===== src/rtl/uart_pkg.sv =====
// Shared types and constants for the UART framing stage.
package uart_pkg;

    typedef enum logic [2:0] {
        ST_HUNT,
        ST_LEN,
        ST_PAYLOAD,
        ST_CHECK,
        ST_DRAIN
    } state_t;

    localparam logic [1:0] ERR_NONE = 2'd0;
    localparam logic [1:0] ERR_LEN  = 2'd1;
    localparam logic [1:0] ERR_CHK  = 2'd2;
    localparam logic [1:0] ERR_TMO  = 2'd3;

    localparam logic [7:0] DEFAULT_SYNC_BYTE = 8'hA5;

endpackage


===== src/rtl/frame_buf.sv =====
// Payload store: DEPTH x 8 register file, synchronous write, asynchronous read.
module frame_buf #(
    parameter  int DEPTH = 16,
    localparam int IW    = $clog2(DEPTH)
) (
    input  logic          clk,
    input  logic          i_we,
    input  logic [IW-1:0] i_wr_idx,
    input  logic [7:0]    i_wr_data,
    input  logic [IW-1:0] i_rd_idx,
    output logic [7:0]    o_rd_data
);

    logic [7:0] mem_q [DEPTH];

    // Contents deliberately survive reset; only indices are cleared upstream.
    always_ff @(posedge clk) begin
        if (i_we) begin
            mem_q[i_wr_idx] <= i_wr_data;
        end
    end

    assign o_rd_data = mem_q[i_rd_idx];

endmodule


===== src/rtl/uart_frame_parser.sv =====
// Sync-hunting, length-prefixed frame parser with additive checksum; releases
// the buffered payload on a valid/ready stream only after the checksum verifies.
//   state      | meaning
//   ST_HUNT    | waiting for SYNC, other bytes ignored
//   ST_LEN     | next byte is the payload length
//   ST_PAYLOAD | storing payload bytes, accumulating sum
//   ST_CHECK   | next byte is the checksum
//   ST_DRAIN   | presenting buffered payload downstream
module uart_frame_parser
    import uart_pkg::*;
#(
    parameter int         MAX_LEN      = 16,
    parameter logic [7:0] SYNC_BYTE    = DEFAULT_SYNC_BYTE,
    parameter int         TIMEOUT_CLKS = 4340
) (
    input  logic       i_Clock,
    input  logic       i_Reset,
    input  logic       i_RX_DV,
    input  logic [7:0] i_RX_Byte,
    output logic       o_Data_Valid,
    output logic [7:0] o_Data_Byte,
    output logic       o_Data_Last,
    input  logic       i_Data_Ready,
    output logic       o_Frame_Err,
    output logic [1:0] o_Err_Code,
    output logic       o_Overrun
);

    localparam int IW = $clog2(MAX_LEN);
    localparam int LW = $clog2(MAX_LEN + 1);
    localparam int CW = $clog2(TIMEOUT_CLKS);
    localparam logic [CW-1:0] TMO_LAST  = CW'(TIMEOUT_CLKS - 1);
    localparam logic [7:0]    MAX_LEN_B = 8'(MAX_LEN);

    state_t        state_q, state_d;
    logic [LW-1:0] len_q, len_d;
    logic [7:0]    sum_q, sum_d;
    logic [IW-1:0] wr_idx_q, wr_idx_d;
    logic [IW-1:0] rd_idx_q, rd_idx_d;
    logic [CW-1:0] cnt_q, cnt_d;
    logic          frame_err_q, frame_err_d;
    logic [1:0]    err_code_q, err_code_d;
    logic          overrun_q, overrun_d;

    logic          buf_we;
    logic [7:0]    rd_data;
    logic          timed;
    logic          drain_last;

    frame_buf #(.DEPTH(MAX_LEN)) u_buf (
        .clk       (i_Clock),
        .i_we      (buf_we),
        .i_wr_idx  (wr_idx_q),
        .i_wr_data (i_RX_Byte),
        .i_rd_idx  (rd_idx_q),
        .o_rd_data (rd_data)
    );

    assign drain_last = (LW'(rd_idx_q) == len_q - LW'(1));

    always_comb begin
        state_d     = state_q;
        len_d       = len_q;
        sum_d       = sum_q;
        wr_idx_d    = wr_idx_q;
        rd_idx_d    = rd_idx_q;
        cnt_d       = '0;
        frame_err_d = 1'b0;
        err_code_d  = err_code_q;
        overrun_d   = 1'b0;
        buf_we      = 1'b0;
        timed       = (state_q == ST_LEN) || (state_q == ST_PAYLOAD) || (state_q == ST_CHECK);

        if (timed && !i_RX_DV) begin
            cnt_d = cnt_q + CW'(1);
        end

        case (state_q)
            ST_HUNT: begin
                if (i_RX_DV && (i_RX_Byte == SYNC_BYTE)) begin
                    state_d = ST_LEN;
                end
            end
            ST_LEN: begin
                if (i_RX_DV) begin
                    if ((i_RX_Byte == 8'h00) || (i_RX_Byte > MAX_LEN_B)) begin
                        state_d     = ST_HUNT;
                        frame_err_d = 1'b1;
                        err_code_d  = ERR_LEN;
                    end else begin
                        len_d    = i_RX_Byte[LW-1:0];
                        sum_d    = i_RX_Byte;
                        wr_idx_d = '0;
                        state_d  = ST_PAYLOAD;
                    end
                end
            end
            ST_PAYLOAD: begin
                if (i_RX_DV) begin
                    buf_we   = 1'b1;
                    sum_d    = sum_q + i_RX_Byte;
                    wr_idx_d = wr_idx_q + IW'(1);
                    if (LW'(wr_idx_q) == len_q - LW'(1)) begin
                        state_d = ST_CHECK;
                    end
                end
            end
            ST_CHECK: begin
                if (i_RX_DV) begin
                    if (8'(sum_q + i_RX_Byte) == 8'h00) begin
                        rd_idx_d = '0;
                        state_d  = ST_DRAIN;
                    end else begin
                        state_d     = ST_HUNT;
                        frame_err_d = 1'b1;
                        err_code_d  = ERR_CHK;
                    end
                end
            end
            ST_DRAIN: begin
                // Bytes arriving while draining cannot be stored; drop and flag.
                overrun_d = i_RX_DV;
                if (i_Data_Ready) begin
                    rd_idx_d = rd_idx_q + IW'(1);
                    if (drain_last) begin
                        state_d = ST_HUNT;
                    end
                end
            end
            default: state_d = ST_HUNT;
        endcase

        // A byte in the terminal cycle wins, so the timeout only fires without one.
        if (timed && !i_RX_DV && (cnt_d == TMO_LAST)) begin
            state_d     = ST_HUNT;
            cnt_d       = '0;
            frame_err_d = 1'b1;
            err_code_d  = ERR_TMO;
        end
    end

    always_ff @(posedge i_Clock) begin
        if (i_Reset) begin
            state_q     <= ST_HUNT;
            len_q       <= '0;
            sum_q       <= '0;
            wr_idx_q    <= '0;
            rd_idx_q    <= '0;
            cnt_q       <= '0;
            frame_err_q <= 1'b0;
            err_code_q  <= ERR_NONE;
            overrun_q   <= 1'b0;
        end else begin
            state_q     <= state_d;
            len_q       <= len_d;
            sum_q       <= sum_d;
            wr_idx_q    <= wr_idx_d;
            rd_idx_q    <= rd_idx_d;
            cnt_q       <= cnt_d;
            frame_err_q <= frame_err_d;
            err_code_q  <= err_code_d;
            overrun_q   <= overrun_d;
        end
    end

    assign o_Data_Valid = (state_q == ST_DRAIN);
    assign o_Data_Byte  = o_Data_Valid ? rd_data : 8'h00;
    assign o_Data_Last  = o_Data_Valid && drain_last;
    assign o_Frame_Err  = frame_err_q;
    assign o_Err_Code   = err_code_q;
    assign o_Overrun    = overrun_q;

endmodule

===== config.mk =====
export PLATFORM = sky130hd
export DESIGN_NAME = uart_frame_parser
export DESIGN_NICKNAME = d
export VERILOG_FILES = /design/src/rtl/uart_pkg.sv /design/src/rtl/frame_buf.sv /design/src/rtl/uart_frame_parser.sv
export SDC_FILE = /design/constraint.sdc
export NUM_CORES = 1
export LEC_CHECK = 0
export BUFFER_PORTS_ARGS = -buffer_cell sky130_fd_sc_hd__buf_2
export CAP_MARGIN = 20
export CORE_MARGIN = 5
export CORE_UTILIZATION = 30
export CTS_CLUSTER_DIAMETER = 60
export DETAILED_ROUTE_END_ITERATION = 8
export SYNTH_ARGS = -nofsm -noshare
export SYNTH_HDL_FRONTEND = slang
export SYNTH_SLANG_ARGS = --single-unit

===== constraint.sdc =====
create_clock -name i_Clock -period 2.9 [get_ports i_Clock]
set_input_delay 0.58 -clock i_Clock [delete_from_list [all_inputs] [get_ports i_Clock]]
set_output_delay 0.58 -clock i_Clock [all_outputs]
set_load 0.03 [all_outputs]

# Yosys cells after proc, flatten, opt, wreduce, memory -nomap -nowiden
# Memories as Yosys holds them, arrays and structs flattened. A register that Yosys moved wholly into a read port is not among the register bits.
# Index checks and enable logic that the tools add are counted.
dict set report word_totals {
  register_bits 41
  mem_bits_rw 128
  input_bits 12
  output_inout_bits 14
  word_cells 102
  mem_count 1
}
dict set report classes {
  add_sub_neg 5
  magnitude_cmp 1
  eq_ne 21
  mux 42
  bitwise_logic 2
  reduce_logical 21
}
# memory depth width read_ports rd_clocked_by_memory_dff write_ports line_no
set memory_table {}
lappend memory_table {u_buf.mem_q 16 8 1 1 1 frame_buf.sv:14} ;# logic [7:0] mem_q [DEPTH];
# cell n
set op_table {}
lappend op_table {{4-bit two-way mux} 8}
lappend op_table {{8-bit two-way mux} 4}
lappend op_table {{3-bit two-way mux} 8}
lappend op_table {{8-bit logical NOT} 2}
lappend op_table {{4-bit case mux with 2 select lines} 2}
lappend op_table {{8-bit case mux with 2 select lines} 1}
lappend op_table {{3-bit case mux with 5 select lines} 1}
lappend op_table {{13-bit by 1-bit adder with 13-bit output (second input constant)} 1}
lappend op_table {{13-bit == test (second input constant)} 1}
lappend op_table {{13-bit two-way mux} 1}
lappend op_table {{2-bit two-way mux} 6}
lappend op_table {{4-bit by 5-bit == test with 1-bit output} 2}
lappend op_table {{2-bit != test (second input constant)} 5}
lappend op_table {{1-bit two-way mux} 9}
lappend op_table {{3-bit by 2-bit != test with 1-bit output (second input constant)} 3}
lappend op_table {{4-bit by 1-bit adder with 4-bit output (second input constant)} 2}
lappend op_table {{8-bit adder} 1}
lappend op_table {{8-bit == test (second input constant)} 1}
lappend op_table {{8-bit by 5-bit greater-than comparator with 1-bit output (second input constant)} 1}
lappend op_table {{2-bit by 1-bit != test with 1-bit output (second input constant)} 4}
lappend op_table {{4-bit AND reduction} 2}
lappend op_table {{7-bit AND reduction} 1}
lappend op_table {{3-bit by 2-bit == test with 1-bit output (second input constant)} 2}
lappend op_table {{5-bit AND reduction} 1}
lappend op_table {{other kinds (15)} 23}

# Longest topological paths before layout
dict set report depth {
  ltp_word 9
  depth_mapped 10
  depth_no_buf 10
}

# By module
# Synthesis repeated with hierarchy kept, for this count alone.
dict set report hier_totals {
  cells_unflattened 548
  area_unflattened_um2 7614.8
}
# mod instances cells_per_inst area_per_inst_um2 seq_area_each_um2
set by_module_without_submodules {}
lappend by_module_without_submodules {frame_buf 1 221 4987.3 3843.7}
lappend by_module_without_submodules {uart_frame_parser 1 327 2627.5 820.8}

# Worst setup path after synthesis
# No wires, ideal clock.
dict set report synth_path {
  kind {input to register}
  start {in i_RX_Byte[0]}
  end {reg err_code_q[0], in the netlist o_Err_Code[0]}
  setup_ps 122
  arrival_time_ps 2477
  t_required_ps 2778
  slack_ps 301
  cell_stages 10
  n_path_buf 0
  path_cell_list {ha_1 inv_1 fa_1 nor2b_1 o31a_1 o21a_1 o21a_1 o2111a_1 or3b_2 o311a_1}
}
dict set report synth_via {
  elab_chain_len 4
  word_cells_on_any_way 8
  classes_between {add/sub (1); order compare (1); eq/ne (2); reduce/logical (4)}
}
# element line_no
set synth_rtl {}
lappend synth_rtl {{start: declaration} uart_frame_parser.sv:19} ;# input logic [7:0] i_RX_Byte,
lappend synth_rtl {{8-bit adder, or another cell as far along} uart_frame_parser.sv:110} ;# if (8'(sum_q + i_RX_Byte) == 8'h00) begin
lappend synth_rtl {{8-bit logical NOT or 1-bit logical OR (tied branches)} {uart_frame_parser.sv:110, uart_frame_parser.sv:86}}
lappend synth_rtl {{3-bit by 2-bit != test with 1-bit output (no source line) or 3-bit by 1-bit != test with 1-bit output (tied branches)} n/a}
lappend synth_rtl {{5-bit AND reduction (no source line) *} n/a}
lappend synth_rtl {{end signal: assignment} uart_frame_parser.sv:161} ;# err_code_q <= err_code_d;
lappend synth_rtl {{end: declaration} uart_frame_parser.sv:42} ;# logic [1:0] err_code_q, err_code_d;
# Mark *: on every way between the ends. The rest lies on a longest branch, timed or not.
# A chain may end at the register's enable or synchronous reset.

==> results.md <==
- Grt total ovfl: 0
- Largest net degree at the start of global routing: 33
- Post-DR wirelength/cell: about 19 um
- Post-route ant nets: 0
- Initial antenna violation count: 0
- Fin nets: 610
- CTS tree: built
- Final WS setup: -73.55 ps
- Synth warn: 0
- HP Class: reg -> reg
- Largest family of logic cells by synthesized area: multiplexers
- Skew-Pair Late Insertion Delay: 420 ps
- Critical path class: reg -> out
- Die H: roughly 170 um
- Post-Route WL: 17,230 um
- Leakage power figure: between 3 and 4 nW
- Port Buf Inserts: 25
- CTS buffer count: 17
- Critical Path Sink Type: output port
- Detailed Place HPWL: between 10,000 and 15,000 um
- CTS clk-pin slew, worst paths: 70 ps
- RePlAce Congestion: 0.8270
- Clock buffer depth: 2
- I/O pin count: 26
- CP top delay family: multiplexers
- Xor-xnor portion of the synthesized cell area: 0.03015
- Outcome: complete, but fails checks
- Slew Viols, Final: 0
- Detailed Route Iter0 Violations: roughly 370
- Gate Count Post-Synth: between 500 and 600
- Hold Buf Count CTS: 0
- Post-synthesis average cell area: around 15 sq um
- Period utilization: 1.025
- RSZ-0062 raised after global routing: yes
- Startpoint types: flip-flop
- Post-synthesis register bit count: 173
- Global-route wire length before repair: 27,170 um
- Final TNS setup: -416.2 ps
- Final setup fails: 8
- Power per standard cell area: around 560 nW/um^2
- Worst path slowest cell: mux4_2
- Buf/Inv on CP: 3
- Sequential area share after synthesis: 0.6282
- Placed inst area: just over 8000 sq um
- # H-tree levels: 4
- Total global-route track usage: 0.1244
- Fin crit period: 2974 ps
- Worst slew margin: 0.6052
- Critical Path AT: between 2000 and 2500 ps
- Fin area: ~9000 sq um
- Vias in the first global route: around 4,700
- Syn-to-layout area delta: 19.38%
- DR vias: about 4,600
- Asr flop ratio synth: 0
- Post-synthesis mux area share: 0.1307
- Clock root cell: clkbuf_16
- Failing checks: setup timing
- Initial Utilization: 0.3025
- Post-Synth Simple-Gate Area: 0.1128
- Number of synthesized flops with an enable pin: 128
- CP max stage delay: ~500 ps
- Die Wd: around 170 um
- Full die area: around 28,000 sq um
- Ant. Diodes: 0
- Residual DRC: 0
- Max-Cap Viols: 0
- Most used cell, CP: mux4_2
- Clock sinks: between 150 and 200
- Hold Fails Final Rpt: 0
- Compound-Gate Fraction of Synth Area: 0.04920
- CP Data Required Time: about 2300 ps
- Worst Clk Skew: between 10 and 15 ps
- Crit-path max FO: 7
- Via/cell ratio: around 5
- Synth Area in Adders: 0.02584
- Core footprint: around 25,000 sq um
- Share of layout cells above drive strength 1: 0.2584
- Mapped cell area: ~7600 sq um
- Synth cell types: 60
- Slew @ Worst Pin: 591.4 ps
- Main synth FF type: edfxtp_1
- Filler cells: around 2,400
- Fmax: roughly 340 MHz
- Worst VDD drop: about 0.35 mV
- Mapped Nets: ~550
- CP cell instances: buf_6, buf_16, mux4_2, mux4_2, nor2b_1, buf_4
- Site Rows: 58
- TritonRoute pass-1 iters: 5
==> tightest hold or removal path, stage by stage (launching register included) <==
cell and delay (ps):
dfxtp_1 320, nand2_1 50, a21oi_1 50
==> kinds of logic (layout without fill, tap and decap cells) <==
group / Yosys count / after routing
DFF: 173 / 173
and+or+nand+nor: 167 / 167
AOI/OAI and AO/OA: 52 / 52
muxes: 48 / 48
buffers and inverters: 39 / 115
xor gates and xnor gates: 26 / 26
adders and majority gates: 15 / 15
==> stage by stage <==
stage,total power [mW],setup slack [ps],utilization,instances,hold WS [ps]
floorplan,2.858,301.1,-,520,436.7
global placement,2.959,-6.054,0.3323,890,454.0
detailed placement,2.968,-104.1,0.3323,890,466.4
CTS,5.120,-118.4,0.3617,928,476.5
global route,5.275,-153.4,0.3612,926,500.0
finish,5.076,-73.55,0.3612,926,471.6
==> registers in the layout, indices dropped and copies added, names as in the netlist, named ones only <==
name         flops
wr_idx_q         4
cnt_q           13
o_Overrun        1
sum_q            8
len_q            5
u_buf.mem_q    128
o_Err_Code       2
state_q          3
rd_idx_q         4
o_Frame_Err      1
==> placed cells by master, fill, tap and decap left out, drive strengths merged, types with 5 or more instances in the layout <==
cell	n
xor2	16
nand3	11
nor2b	12
edfxtp	128
dfxtp	45
nand2	32
mux2i	6
mux4	40
buf	69
ha	14
nand4	8
o21ai	5
a21oi	12
nor3	16
xnor2	10
clkbuf	19
a211oi	5
nor2	57
inv	22
==> report_power, final <==
part	internal, mW	total [mW]	switching [mW]
Clock	1.14	2.16	1.02
Combinational	0.0835	0.235	0.151
Sequential	2.67	2.68	0.0133
==> repair_timing <==
item	in CTS	in global routing
endpoints found under the setup margin	9	9
gates cloned	3	0
pin swaps	0	0
setup buffers	3	0
gates resized for setup	20	9
==> per-layer routing <==
layer,global-route usage,wire [um],up-vias
met5,0,0,-
met4,0.02435,113,0
met3,0.02989,970,10
met2,0.2010,8515,135
met1,0.1726,7628,2358
li1,-,-,2120
==> path summary, 6_finish.rpt <==
kind / depth (start not counted) / startpoint / endpoint / slack, ps
max: 6 / flip-flop / o_Data_Byte[7] / -70
min: 2 / sum_q[7] / sum_q[7] / 470
max reg2reg: 11 / sum_q[0] / flip-flop / 320
min reg2reg: 2 / sum_q[7] / sum_q[7] / 470
==> cell usage after synthesis (all sizes together) (5+ instances only) <==
| cell type | number | area (sq um) |
|---|---|---|
| edfxtp | 128 | 3844 |
| nor2 | 57 | 214.0 |
| dfxtp | 45 | 900.9 |
| mux4 | 40 | 900.9 |
| nand2 | 32 | 120.1 |
| nor3 | 16 | 85.08 |
| xor2 | 16 | 140.1 |
| clkbuf | 14 | 53.80 |
| ha | 14 | 175.2 |
| inv | 14 | 52.55 |
| a21oi | 12 | 60.06 |
| nor2b | 12 | 75.07 |
| buf | 11 | 67.56 |
| nand3 | 11 | 55.05 |
| xnor2 | 10 | 87.58 |
| nand4 | 8 | 65.06 |
| mux2i | 6 | 60.06 |
| a211oi | 5 | 37.54 |
| o21ai | 5 | 25.02 |
==> layout make-up <==
class	instances	area, sq um	area share
clock inverters	13	123.9	0.01374
flip-flops and latches	173	4750	0.5268
multi-input cells	308	2681	0.2974
well taps	330	412.9	0.04580
repair buffers	69	563.0	0.06245
inverters	14	52.55	0.005828
clock buffers	19	432.9	0.04802
Note: power is estimated with default switching activity, not from simulation.
